===== src/rtl/ahb_lite_pkg.sv =====
// Shared AHB-Lite definitions for the classifier register block and master-side benches.
// Contents: HTRANS/HSIZE encodings, register offsets inside the 64 KiB window,
// responder FSM state type and decoded access kind.
package ahb_lite_pkg;

   localparam logic [1:0] HTRANS_IDLE = 2'b00;
   localparam logic [1:0] HTRANS_BUSY = 2'b01;
   localparam logic [1:0] HTRANS_NSEQ = 2'b10;
   localparam logic [1:0] HTRANS_SEQ  = 2'b11;

   localparam logic [2:0] HSIZE_BYTE = 3'b000;
   localparam logic [2:0] HSIZE_HALF = 3'b001;
   localparam logic [2:0] HSIZE_WORD = 3'b010;

   localparam logic [15:0] OFF_CTRL   = 16'h0000;
   localparam logic [15:0] OFF_CFG    = 16'h0004;
   localparam logic [15:0] OFF_STATUS = 16'h1000;
   localparam logic [15:0] OFF_RESULT = 16'h1004;
   // Pixel buffers occupy 0x2000-0x2BFF; haddr[11:10] selects R/G/B.
   localparam logic [3:0]  PIX_REGION = 4'h2;

   typedef enum logic [2:0] {
      StIdle,
      StWrData,
      StRdReg,
      StRdPix,
      StErr1,
      StErr2
   } ahb_state_e;

   typedef enum logic [2:0] {
      AccCtrl,
      AccCfg,
      AccStatus,
      AccResult,
      AccPix,
      AccBad
   } acc_kind_e;

endpackage


===== src/rtl/ahb_classifier_regs.sv =====
// AHB-Lite single-slave responder for the ASL classifier core.
// Decodes single NSEQ transfers into CTRL/CFG/STATUS/RESULT registers and a byte-wide
// pixel port onto the core's three 32x32 R/G/B buffers.
// Ports:
//   clk, reset              clock, synchronous active-high reset
//   ahb_*                   AHB-Lite slave interface (hsize ignored, word accesses)
//   start_o, cfg_o          inference start pulse, CFG register
//   done_i, label_i         inference-complete pulse and result label
//   pix_*                   pixel buffer write/read port (read data one cycle after pix_re_o)
module ahb_classifier_regs
   import ahb_lite_pkg::*;
#(
   parameter logic [15:0] BASE_HI = 16'h8000,
   parameter int unsigned LABEL_W = 5,
   parameter int unsigned PIX_AW  = 10
) (
   input  logic               clk,
   input  logic               reset,
   input  logic [31:0]        ahb_haddr_i,
   input  logic               ahb_hwrite_i,
   input  logic [1:0]         ahb_htrans_i,
   input  logic [2:0]         ahb_hsize_i,
   input  logic [31:0]        ahb_hwdata_i,
   output logic               ahb_hready_o,
   output logic               ahb_hresp_o,
   output logic [31:0]        ahb_hrdata_o,
   output logic               start_o,
   output logic [31:0]        cfg_o,
   input  logic               done_i,
   input  logic [LABEL_W-1:0] label_i,
   output logic               pix_we_o,
   output logic               pix_re_o,
   output logic [1:0]         pix_ch_o,
   output logic [PIX_AW-1:0]  pix_addr_o,
   output logic [7:0]         pix_wdata_o,
   input  logic [7:0]         pix_rdata_i
);

   function automatic acc_kind_e decode(input logic [31:0] a);
      acc_kind_e k;
      k = AccBad;
      if (a[31:16] == BASE_HI) begin
         if (a[15:0] == OFF_CTRL) begin
            k = AccCtrl;
         end else if (a[15:0] == OFF_CFG) begin
            k = AccCfg;
         end else if (a[15:0] == OFF_STATUS) begin
            k = AccStatus;
         end else if (a[15:0] == OFF_RESULT) begin
            k = AccResult;
         end else if (a[15:12] == PIX_REGION && a[11:10] != 2'b11) begin
            k = AccPix;
         end
      end
      return k;
   endfunction

   ahb_state_e           state_q, state_d;
   acc_kind_e            kind_q, acc_kind;
   logic [1:0]           ch_q;
   logic [PIX_AW-1:0]    paddr_q;
   logic [31:0]          cfg_q, cfg_d;
   logic                 busy_q, busy_d;
   logic                 done_q, done_d;
   logic [LABEL_W-1:0]   result_q, result_d;
   logic [31:0]          hrdata_q;
   logic                 pix_done_q;
   logic                 accept;
   logic [31:0]          rd_data;
   logic                 unused_inputs;

   assign unused_inputs = ^{ahb_hsize_i, ahb_htrans_i[0]};

   // hready/hresp are pure functions of the data-phase state.
   assign ahb_hready_o = !(state_q == StRdPix || state_q == StErr1);
   assign ahb_hresp_o  = (state_q == StErr1 || state_q == StErr2);
   assign accept       = ahb_htrans_i[1] && ahb_hready_o;
   assign acc_kind     = decode(ahb_haddr_i);

   // Pixel read data is passed straight through in the cycle after the read strobe.
   assign ahb_hrdata_o = pix_done_q ? {24'b0, pix_rdata_i} : hrdata_q;

   assign start_o     = (state_q == StWrData) && (kind_q == AccCtrl) && ahb_hwdata_i[0];
   assign cfg_o       = cfg_q;
   assign pix_we_o    = (state_q == StWrData) && (kind_q == AccPix);
   assign pix_re_o    = (state_q == StRdPix);
   assign pix_ch_o    = ch_q;
   assign pix_addr_o  = paddr_q;
   assign pix_wdata_o = ahb_hwdata_i[7:0];

   // Register next values; start beats a coincident done.
   always_comb begin
      cfg_d    = cfg_q;
      busy_d   = busy_q;
      done_d   = done_q;
      result_d = result_q;
      if (state_q == StWrData && kind_q == AccCfg) begin
         cfg_d = ahb_hwdata_i;
      end
      if (start_o) begin
         busy_d = 1'b1;
         done_d = 1'b0;
      end else if (done_i) begin
         busy_d   = 1'b0;
         done_d   = 1'b1;
         result_d = label_i;
      end
   end

   // Reads use next-state values so a read pipelined behind a write sees the new data.
   always_comb begin
      rd_data = 32'b0;
      unique case (acc_kind)
         AccCfg:    rd_data = cfg_d;
         AccStatus: rd_data = {30'b0, busy_d, done_d};
         AccResult: rd_data = {{(32 - LABEL_W){1'b0}}, result_d};
         default:   rd_data = 32'b0;
      endcase
   end

   always_comb begin
      state_d = state_q;
      unique case (state_q)
         StRdPix: state_d = StIdle;
         StErr1:  state_d = StErr2;
         default: begin
            state_d = StIdle;
            if (accept) begin
               if (acc_kind == AccBad) begin
                  state_d = StErr1;
               end else if (ahb_hwrite_i) begin
                  state_d = StWrData;
               end else if (acc_kind == AccPix) begin
                  state_d = StRdPix;
               end else begin
                  state_d = StRdReg;
               end
            end
         end
      endcase
   end

   always_ff @(posedge clk) begin
      if (reset) begin
         state_q    <= StIdle;
         kind_q     <= AccBad;
         ch_q       <= 2'b0;
         paddr_q    <= '0;
         cfg_q      <= 32'b0;
         busy_q     <= 1'b0;
         done_q     <= 1'b0;
         result_q   <= '0;
         hrdata_q   <= 32'b0;
         pix_done_q <= 1'b0;
      end else begin
         state_q    <= state_d;
         cfg_q      <= cfg_d;
         busy_q     <= busy_d;
         done_q     <= done_d;
         result_q   <= result_d;
         pix_done_q <= (state_q == StRdPix);
         if (accept) begin
            kind_q  <= acc_kind;
            ch_q    <= ahb_haddr_i[11:10];
            paddr_q <= ahb_haddr_i[PIX_AW-1:0];
            if (!ahb_hwrite_i && acc_kind != AccPix && acc_kind != AccBad) begin
               hrdata_q <= rd_data;
            end
         end
      end
   end

endmodule


===== config.mk =====
export PLATFORM = sky130hd
export DESIGN_NAME = ahb_classifier_regs
export DESIGN_NICKNAME = d
export VERILOG_FILES = /design/src/rtl/ahb_lite_pkg.sv /design/src/rtl/ahb_classifier_regs.sv
export SDC_FILE = /design/constraint.sdc
export NUM_CORES = 1
export LEC_CHECK = 0
export CORE_MARGIN = 5
export CORE_UTILIZATION = 45
export CTS_CLUSTER_DIAMETER = 120
export DETAILED_ROUTE_END_ITERATION = 12
export PLACE_DENSITY = 0.95
export SLEW_MARGIN = 20
export SYNTH_ARGS = -nofsm -noshare
export SYNTH_HDL_FRONTEND = slang
export SYNTH_SLANG_ARGS = --single-unit
export TNS_END_PERCENT = 20

===== constraint.sdc =====
create_clock -name clk -period 5.25 [get_ports clk]
set_input_delay 1.575 -clock clk [delete_from_list [all_inputs] [get_ports clk]]
set_output_delay 1.575 -clock clk [all_outputs]
set_load 0.01 [all_outputs]

---- Yosys cells after proc, flatten, opt, wreduce, memory -nomap -nowiden ----
Index checks and enable logic that the tools add are counted.
word-level totals
  bits of input ports ..................... 86
  output and inout bits ................... 89
  word-level logic and storage cells ...... 64
  register bits after elaboration ......... 90
cells by class
  equal/unequal tests ..................... 19
  reduce and logical (&&, ||, !) cells .... 15
  muxes and demuxes ....................... 20
operators by type and width
  kind                                                    number
  case mux 32 bit (3 select lines)                        1
  2-to-1 mux 32 bit                                       2
  equality test 16 x 13 -> 1 bit (second input constant)  2
  2-to-1 mux 3 bit                                        7
  equality test 16 bit (second input constant)            1
  equality test 16 x 3 -> 1 bit (second input constant)   1
  logical NOT 16 bit                                      1
  equality test 3 bit (second input constant)             5
  2-to-1 mux 5 bit                                        2
  equality test 3 x 1 -> 1 bit (second input constant)    3
  equality test 3 x 2 -> 1 bit (second input constant)    3
  logical AND 1 bit                                       8
  2-to-1 mux 1 bit                                        6
  != test 3 bit (second input constant)                   2
  case mux 3 bit (2 select lines)                         1
  equality test 4 x 2 -> 1 bit (second input constant)    1
  logical NOT 3 bit                                       1
  logical NOT 1 bit                                       2
  logical OR 1 bit                                        2
  2-to-1 mux 2 bit                                        1
  != test 2 bit (second input constant)                   1
  AND reduction 2 bit                                     1

---- Logic depth before layout (Yosys ltp) ----
Gate-level depths: netlist (run 1).
  word-level depth ........................ 14
  gate-level depth with buffers ........... 7
  gate-level depth less buffers ........... 6

---- Least setup slack after synthesis (run 1) ----
OpenSTA, ideal clock, no wires.
  kind .................................... input -> output
  start ................................... input port ahb_hwdata_i[0]
  end ..................................... output port start_o
  cell stages on the path ................. 2
  path buffers ............................ 0
  arrival ................................. 2.335 ns
  data required time ...................... 3.675 ns
  slack ................................... 1.340 ns
  path through ............................ or3b_2 -> nor2_1
on the way
  longest elaborated chain between the ends .. 1
RTL lines
  item               RTL line                   RTL
  start, declared    ahb_classifier_regs.sv:23  input logic [31:0] ahb_hwdata_i,
  logical AND 1 bit  ahb_classifier_regs.sv:83  assign start_o = (state_q == StWrData) && (kind_q == AccCtrl) && ahb_hwdata_i[0];
  end, declared      ahb_classifier_regs.sv:27  output logic start_o,
Every way passes these cells.

---- Final worst setup path (run 1) ----
Same ends and word-level chain as after synthesis.

==> results.py, run 1 <==
metrics = {
    "outcome": {
        "outcome": "finished, final reports clean",
    },
    "synthesis": {
        "ys.flop_type": "dfxtp_1",
        "yosys_warnings": 0,
        "synthArstFlopShare_pct": 0,
        "synth.most_common_cell": "dfxtp_1",
        "yosys_register_bits": 90,
        "synth.area.top_cells": "dfxtp_1 (46%), mux2i_1 (8.0%), o22a_1 (6.1%)",
        "ys_types": 46,
        "mappedNetlistArea_um2": 3880,
        "synth_area_per_cell_um2": 9.25,
        "post-synth-top-area-fraction_pct": 46.4,
        "syn_nets": 506,
        "synth_common_cells": "dfxtp_1 (90), nor2_1 (41), mux2i_1 (31)",
        "synth_area_leader_cell": "dfxtp_1",
        "synth_edf_count": 0,
        "synth_cells": 420,
        "ys_seq_area_share_pct": 46.4,
    },
    "worst_setup_path": {
        "crit_type": "input port to output pin",
        "worstPathCellList": "clkdlybuf4s50_1, or3b_2, nor2_1, clkdlybuf4s50_1",
        "cp.buffers_inverters": 2,
        "worstSetupEndpointType": "output pin",
        "regToRegSetupSlack_ns": 2.83,
        "cp-start-kind": "input port",
        "cpPeakStageDelay_ns": 0.62,
        "required_ns": 3.68,
        "crit_start": "ahb_hwdata_i[0]",
        "reg2reg_to": "hrdata_q[19]",
        "timing.critical_path.slowest_stage_cell": "clkdlybuf4s50_1",
        "arrival_ns": 3.54,
        "timing.rr.start": "state_q[1]",
        "cpMostUsedCell": "clkdlybuf4s50_1",
        "cp_max_fo": 4,
        "worstRegToRegCells": 5,
        "crit_family": "buffers and inverters",
    },
    "final_layout": {
        "antenna_cells": 0,
        "area_delta_synth_final_pct": 47.8,
        "drive_above_1_share_pct": 6.50,
        "nets": 651,
        "fin_area_um2": 5740,
        "fin_util_pct": 69.2,
        "n_fill_cell": 610,
        "ff_latch_area_um2": 1800,
        "multiInputGateArea_um2": 1860,
    },
    "placement": {
        "place.gp.congestion": 0.807,
        "hpwl_um": 8750,
        "numPortBuffers": 170,
        "dpl-instance-area_um2": 5540,
        "place_ws_ns": 0.167,
    },
    "clock_network": {
        "cts_resized": 0,
        "hold_buffers": 0,
        "root_buffer": "clkbuf_8",
        "htreeDepth": 3,
        "cts_made_buffers": 9,
        "cts.sinks": 90,
        "clk_latency_ns": 0.35,
        "cts_tree": "yes",
        "cts_setup_buffers": 0,
        "cts_buffer_depth": 2,
        "clk_pin_slew_ns": 0.08,
    },
    "global_route": {
        "track_usage_pct": 22.0,
        "grt_pass1_vias": 3860,
        "overflow": 0,
        "grt_max_degree": 53,
        "antenna_found_initial": 0,
        "grt_pass1_wl_um": 18400,
    },
    "route": {
        "drt.antenna.violating_nets": 0,
        "via_count": 3677,
        "vias_per_cell": 5.46,
        "dr.pass1.iters": 5,
        "drt_iter0_markers": 177,
        "routed_wl_um": 11800,
        "wl_per_cell_um": 17.5,
        "drc": 0,
    },
    "floorplan": {
        "die-area_um2": 10600,
        "core-area_um2": 8300,
        "die_w_um": 103,
        "num_rows": 33,
        "ios": 175,
        "fp.dieH_um": 103,
        "start_util_pct": 46.8,
    },
    "timing": {
        "worst_pin_slew_ns": 0.922,
        "layout_worst_path_cycle_share_pct": 97.4,
        "hold-worst-slack_ns": 0.456,
        "tns_ns": 0,
        "slew_violations": 0,
        "rsz0062_at_grt": "false",
        "fin_ws_ns": 0.138,
        "hold_violations": 0,
        "min_period_ns": 5.11,
        "setup_viol": 0,
        "slew_headroom_pct": 38.5,
        "clock_skew_ns": 0.0122,
        "fmax_ghz": 0.196,
    },
    "min_path": {
        "hold_end": "pix_addr_o[4]",
        "hold_depth": 2,
        "hp-start": "pix_addr_o[4]",
        "hp-class": "register to register",
    },
    "power_and_ir_drop": {
        "p_per_area_nw_per_um2": 235,
        "leakagePower_nw": 2.45,
        "ir_drop_uv": 117,
    },
    "job": {
        "maxCapViolations": 0,
    },
}
==> tightest hold or removal path, stage by stage (launching register included) <==
cell	delay [ns]
dfxtp_1	0.31
nand2_1	0.05
a21oi_1	0.05
==> final cells by class <==
class	instances	area share, %
Inverter	8	0.523
Tap cell	105	2.29
Sequential cell	90	31.4
Clock buffer	10	2.40
Clock inverter	5	1.09
Multi-Input combinational cell	283	32.4
Timing Repair Buffer	173	29.9
==> registers in the layout (all words and copies together) (netlist names) <==
signal / count
state_q: 3
pix_addr_o: 10
cfg_o: 32
result_q: 5
kind_q: 3
hrdata_q: 32
pix_done_q: 1
busy_q: 1
pix_ch_o: 2
done_q: 1
==> layout by cell type, fill, tap and decap left out, drive strengths merged, types with 3 or more instances in the layout <==
master,n
o22a,27
nor4,8
buf,4
nand3,7
nand2,29
nand4,3
nor3,28
nor2,41
or2,3
clkbuf,10
nor4b,4
a32oi,5
inv,9
a21oi,23
mux2i,31
o21ai,12
mux2,8
and4,3
dfxtp,90
clkdlybuf4s50,169
nor2b,26
==> cells by family after synthesis <==
kind of cell	share of synthesized area [%]
AOI/OAI and AO/OA	14.1
buffers and inverters	6.15
DFF	46.4
muxes	10.3
and+or+nand+nor	23.1
==> metal layers <==
layer	up-vias	global-route usage [%]	share of wire, %
met3	30	4.33	5.6
met2	127	38.8	51
met1	1741	25.8	40
li1	1779	-	-
met4	0	9.66	3.0
met5	-	0	0
==> where the power goes <==
| part | switching [mW] | internal, mW | total (mW) |
|---|---|---|---|
| sequential | 0.00769 | 0.695 | 0.703 |
| clock | 0.248 | 0.233 | 0.481 |
| combinational | 0.0703 | 0.0949 | 0.165 |
| total | 0.326 | 1.02 | 1.35 |
==> how the worst max path moves through the flow <==
stage | cells past startpoint | to | slack, ns
2_1_floorplan | 2 | start_o | 1.34
4_1_cts | 4 | start_o | 0.15
3_3_place_gp | 4 | start_o | 0.22
6_report | 4 | start_o | 0.14
3_5_place_dp | 4 | start_o | 0.17
5_1_grt | 4 | start_o | 0.12
==> stage by stage <==
step / power (mW) / instances
after floorplan: 0.785 / 420
after global placement: 0.877 / 659
after detailed placement: 0.882 / 659
after CTS: 1.36 / 674
after global routing: 1.40 / 674
final: 1.35 / 674
Power figures use the tool's default switching activity.
==> inputs of run 2 (changes only) <==
CORE_MARGIN = 4   (was 5)
CORE_UTILIZATION = 38   (was 45)
PLACE_DENSITY = 0.89   (was 0.95)
clock period = 4.7 ns   (was 5.25 ns; I/O delays follow)
==> run 2 against run 1 <==
Hold slack about the same. Power grew 8.7%. Register-to-register slack worse by 0.56 ns. Sequential power grew 12%. Via count up 0.76%. Critical path type unchanged. Largest power group unchanged.
==> results.py, run 2 (synthesis gave the netlist of run 1 again) <==
metrics = {
    "clock_network": {
        "cts.sinks": 90,
        "cts_tree": "yes",
        "hold_buffers": 0,
        "clk_pin_slew_ns": 0.08,
        "cts_made_buffers": 9,
        "clk_latency_ns": 0.35,
        "root_buffer": "clkbuf_8",
        "cts_setup_buffers": 0,
        "cts_buffer_depth": 2,
        "htreeDepth": 3,
        "cts_resized": 0,
    },
    "timing": {
        "fmax_ghz": 0.217,
        "clock_skew_ns": 0.00909,
        "layout_worst_path_cycle_share_pct": 97.9,
        "hold-worst-slack_ns": 0.457,
        "slew_violations": 0,
        "setup_viol": 0,
        "tns_ns": 0,
        "slew_headroom_pct": 40.1,
        "hold_violations": 0,
        "worst_pin_slew_ns": 0.896,
        "rsz0062_at_grt": "false",
        "min_period_ns": 4.60,
    },
    "floorplan": {
        "core-area_um2": 9860,
        "die_w_um": 109,
        "ios": 175,
        "num_rows": 36,
        "die-area_um2": 11900,
        "fp.dieH_um": 109,
        "start_util_pct": 39.4,
    },
    "global_route": {
        "grt_pass1_vias": 3832,
        "overflow": 0,
        "grt_pass1_wl_um": 18500,
        "track_usage_pct": 19.7,
        "grt_max_degree": 61,
        "antenna_found_initial": 1,
    },
    "worst_setup_path": {
        "regToRegSetupSlack_ns": 2.27,
        "worstSetupEndpointType": "output pin",
        "crit_type": "input port to output pin",
        "cp-start-kind": "input port",
        "arrival_ns": 3.19,
        "cp_max_fo": 3,
        "required_ns": 3.29,
    },
    "placement": {
        "numPortBuffers": 170,
        "place_inst": 688,
        "hpwl_um": 8700,
        "place.gp.congestion": 0.833,
        "dpl-instance-area_um2": 5580,
    },
    "final_layout": {
        "area_delta_synth_final_pct": 48.6,
        "antenna_cells": 0,
        "final_cell_count_no_fill": 704,
        "fin_area_um2": 5770,
        "drive_above_1_share_pct": 6.83,
        "final_cell_mix": "clkdlybuf4s50_1 (169), dfxtp_1 (90), nor2_1 (41)",
        "final_common_cell": "clkdlybuf4s50_1",
        "n_fill_cell": 810,
        "nets": 652,
    },
    "power_and_ir_drop": {
        "p_per_area_nw_per_um2": 254,
        "power_mw": 1.47,
        "leakagePower_nw": 2.46,
        "ir_drop_uv": 136,
    },
    "route": {
        "drt.antenna.violating_nets": 0,
        "via_count": 3705,
        "drc": 0,
        "wl_per_cell_um": 16.5,
        "routed_wl_um": 11600,
        "drt_iter0_markers": 199,
        "dr.pass1.iters": 4,
        "vias_per_cell": 5.26,
    },
    "job": {
        "maxCapViolations": 0,
    },
    "outcome": {
        "outcome": "finished, final reports clean",
    },
    "min_path": {
        "hp-class": "register to register",
    },
}
run 2: cell types whose count changed in the layout (fill, tap and decap cells not counted), sizes merged:
cell    before  now
clkinv       1    2
bufinv       1    0
clkbuf      10   11
buf          4    5
run 2: path summary, 6_finish.rpt:
kind,startpoint,to,cells after the start
min reg2reg,pix_ch_o[1],pix_ch_o[1],2
max,ahb_hwdata_i[0],start_o,4
max reg2reg,state_q[1],hrdata_q[15],5
min,pix_ch_o[1],pix_ch_o[1],2
run 2: layout make-up:
cell class	count	area, µm²	share of cell area [%]
clock buffers	11	151	2.62
repair buffers	174	1730	29.9
clock inverters	5	37.5	0.650
flip-flops and latches	90	1800	31.2
well taps	133	166	2.88
inverters	8	30.0	0.520
multi-input cells	283	1860	32.2
run 2: metrics by stage:
step                setup WS [ns]  util, %
floorplan                    1.12        -
global placement           0.0932     56.6
detailed placement          0.107     56.6
CTS                        0.0904     58.5
global route              0.00932     58.5
finish                     0.0975     58.5
run 2: power breakdown:
part	switching (mW)	leakage, nW	internal (mW)
Sequential	0.00850	0.729	0.776
Combinational	0.0776	1.64	0.106
Clock	0.275	0.0919	0.223
run 2: layer usage:
layer / vias to the layer above / routed length [µm] / track usage (%)
li1: 1785 / - / -
met1: 1749 / 4570 / 22.5
met2: 137 / 5960 / 34.6
met3: 32 / 648 / 3.49
met4: 2 / 395 / 10.6
met5: - / 13 / 0
run 2: critical path, stage by stage:
cell and delay, ns:
clkdlybuf4s50_1 0.51, or3b_2 0.53, nor2_1 0.15, clkdlybuf4s50_1 0.58
==> inputs of run 3 (changes only) <==
REMOVE_ABC_BUFFERS = 1   (was unset)
==> run 3 against run 2 <==
Hold slack better by 0.0050 ns. Clock-buffer cell count is 1 lower. Cell area increased by 0.74%. Setup slack worse by 0.0085 ns. Largest power group unchanged. Clock power up 16%. Critical path depth unchanged. Largest cell class unchanged. Sequential share of layout area shrank 0.23 points. Die area stayed put. Via count shrank 0.49%. Sequential cell count did not move. Global-route usage fell by 0.76 points.
==> results.py, run 3 (synthesis gave the netlist of run 1 again) <==
metrics = {
    "worst_setup_path": {
        "arrival_ns": 3.20,
        "crit_type": "input port to output pin",
        "worstRegToRegCells": 5,
        "timing.rr.start": "state_q[1]",
        "regToRegSetupSlack_ns": 2.22,
        "cp_max_fo": 3,
        "reg2reg_to": "hrdata_q[27]",
        "cp-start-kind": "input port",
        "required_ns": 3.29,
        "crit_start": "ahb_hwdata_i[0]",
        "worstSetupEndpointType": "output pin",
    },
    "outcome": {
        "outcome": "finished, final reports clean",
    },
    "final_layout": {
        "nets": 652,
        "final_cell_mix": "clkdlybuf4s50_1 (169), dfxtp_1 (90), nor2_1 (41)",
        "fin_util_pct": 58.9,
        "final_cell_count_no_fill": 704,
        "drive_above_1_share_pct": 6.65,
        "antenna_cells": 0,
        "final_common_cell": "clkdlybuf4s50_1",
        "area_delta_synth_final_pct": 49.7,
    },
    "route": {
        "wl_per_cell_um": 16.1,
        "via_count": 3687,
        "routed_wl_um": 11300,
        "drc": 0,
        "drt_iter0_markers": 153,
        "dr.pass1.iters": 4,
        "vias_per_cell": 5.24,
        "drt.antenna.violating_nets": 0,
    },
    "placement": {
        "place_inst": 688,
        "hpwl_um": 8370,
        "place_ws_ns": 0.106,
        "place.gp.congestion": 0.847,
        "numPortBuffers": 170,
    },
    "global_route": {
        "busiest_layer": "met2",
        "grt_max_degree": 87,
        "met1_usage_pct": 21.5,
        "overflow": 0,
        "antenna_found_initial": 0,
        "track_usage_pct": 18.9,
        "met2_usage_pct": 33.7,
        "use_met3_pct": 3.08,
        "grt_pass1_vias": 3727,
        "grt_pass1_wl_um": 17800,
    },
    "clock_network": {
        "htreeDepth": 3,
        "cts_buffer_depth": 2,
        "root_buffer": "clkbuf_8",
        "cts_tree": "yes",
        "hold_buffers": 0,
        "cts_resized": 0,
        "clk_latency_ns": 0.35,
        "cts.sinks": 90,
        "clk_pin_slew_ns": 0.09,
        "cts_setup_buffers": 0,
        "cts_made_buffers": 9,
    },
    "floorplan": {
        "fp.dieH_um": 109,
        "start_util_pct": 39.4,
        "core-area_um2": 9860,
        "die_w_um": 109,
        "num_rows": 36,
        "die-area_um2": 11900,
        "ios": 175,
    },
    "min_path": {
        "hold_end": "pix_addr_o[5]",
        "hold_depth": 2,
        "hp-class": "register to register",
        "hp-start": "pix_addr_o[5]",
    },
    "timing": {
        "setup_viol": 0,
        "tns_ns": 0,
        "layout_worst_path_cycle_share_pct": 98.1,
        "rsz0062_at_grt": "false",
        "slew_headroom_pct": 33.1,
        "hold_violations": 0,
        "fin_ws_ns": 0.0890,
        "slew_violations": 0,
        "min_period_ns": 4.61,
        "clock_skew_ns": 0.0117,
        "fmax_ghz": 0.217,
        "worst_pin_slew_ns": 1.00,
        "hold-worst-slack_ns": 0.462,
    },
    "power_and_ir_drop": {
        "ir_drop_uv": 122,
        "p_per_area_nw_per_um2": 266,
        "leakagePower_nw": 2.48,
    },
    "job": {
        "maxCapViolations": 0,
    },
}
[run 3: worst max-delay path, cell delays in order]
cell and delay (ns):
clkdlybuf4s50_1 0.52, or3b_2 0.53, nor2_1 0.15, clkdlybuf4s50_1 0.59
[run 3: final cells by class]
type / count / area, µm²
fillers: 825 / 4050
multi-input cells: 283 / 1860
flip-flops and latches: 90 / 1800
repair buffers: 174 / 1740
well taps: 133 / 166
clock buffers: 10 / 128
clock inverters: 6 / 91.3
inverters: 8 / 30.0
[run 3: stage by stage]
stage / power, mW / cell area (µm²)
after floorplan: 0.857 / 3670
after CTS: 1.56 / 5810
after global routing: 1.61 / 5810
final: 1.55 / 5810
after global placement: 0.981 / 5600
after detailed placement: 0.988 / 5600
[run 3: worst max path at each step]
stage | to | depth (start not counted)
after floorplan | start_o | 2
after global placement | start_o | 4
after detailed placement | start_o | 4
after CTS | start_o | 4
after global routing | start_o | 4
final | start_o | 4
[run 3: report_power, final]
group          internal [mW]  switching (mW)
Combinational          0.106          0.0788
Sequential             0.776         0.00905
Clock                  0.302           0.274
[run 3: metal layers]
metal / up-vias / wire (µm)
met5: - / 0
met2: 133 / 5850
met3: 30 / 634
met4: 0 / 336
met1: 1746 / 4520
li1: 1778 / -
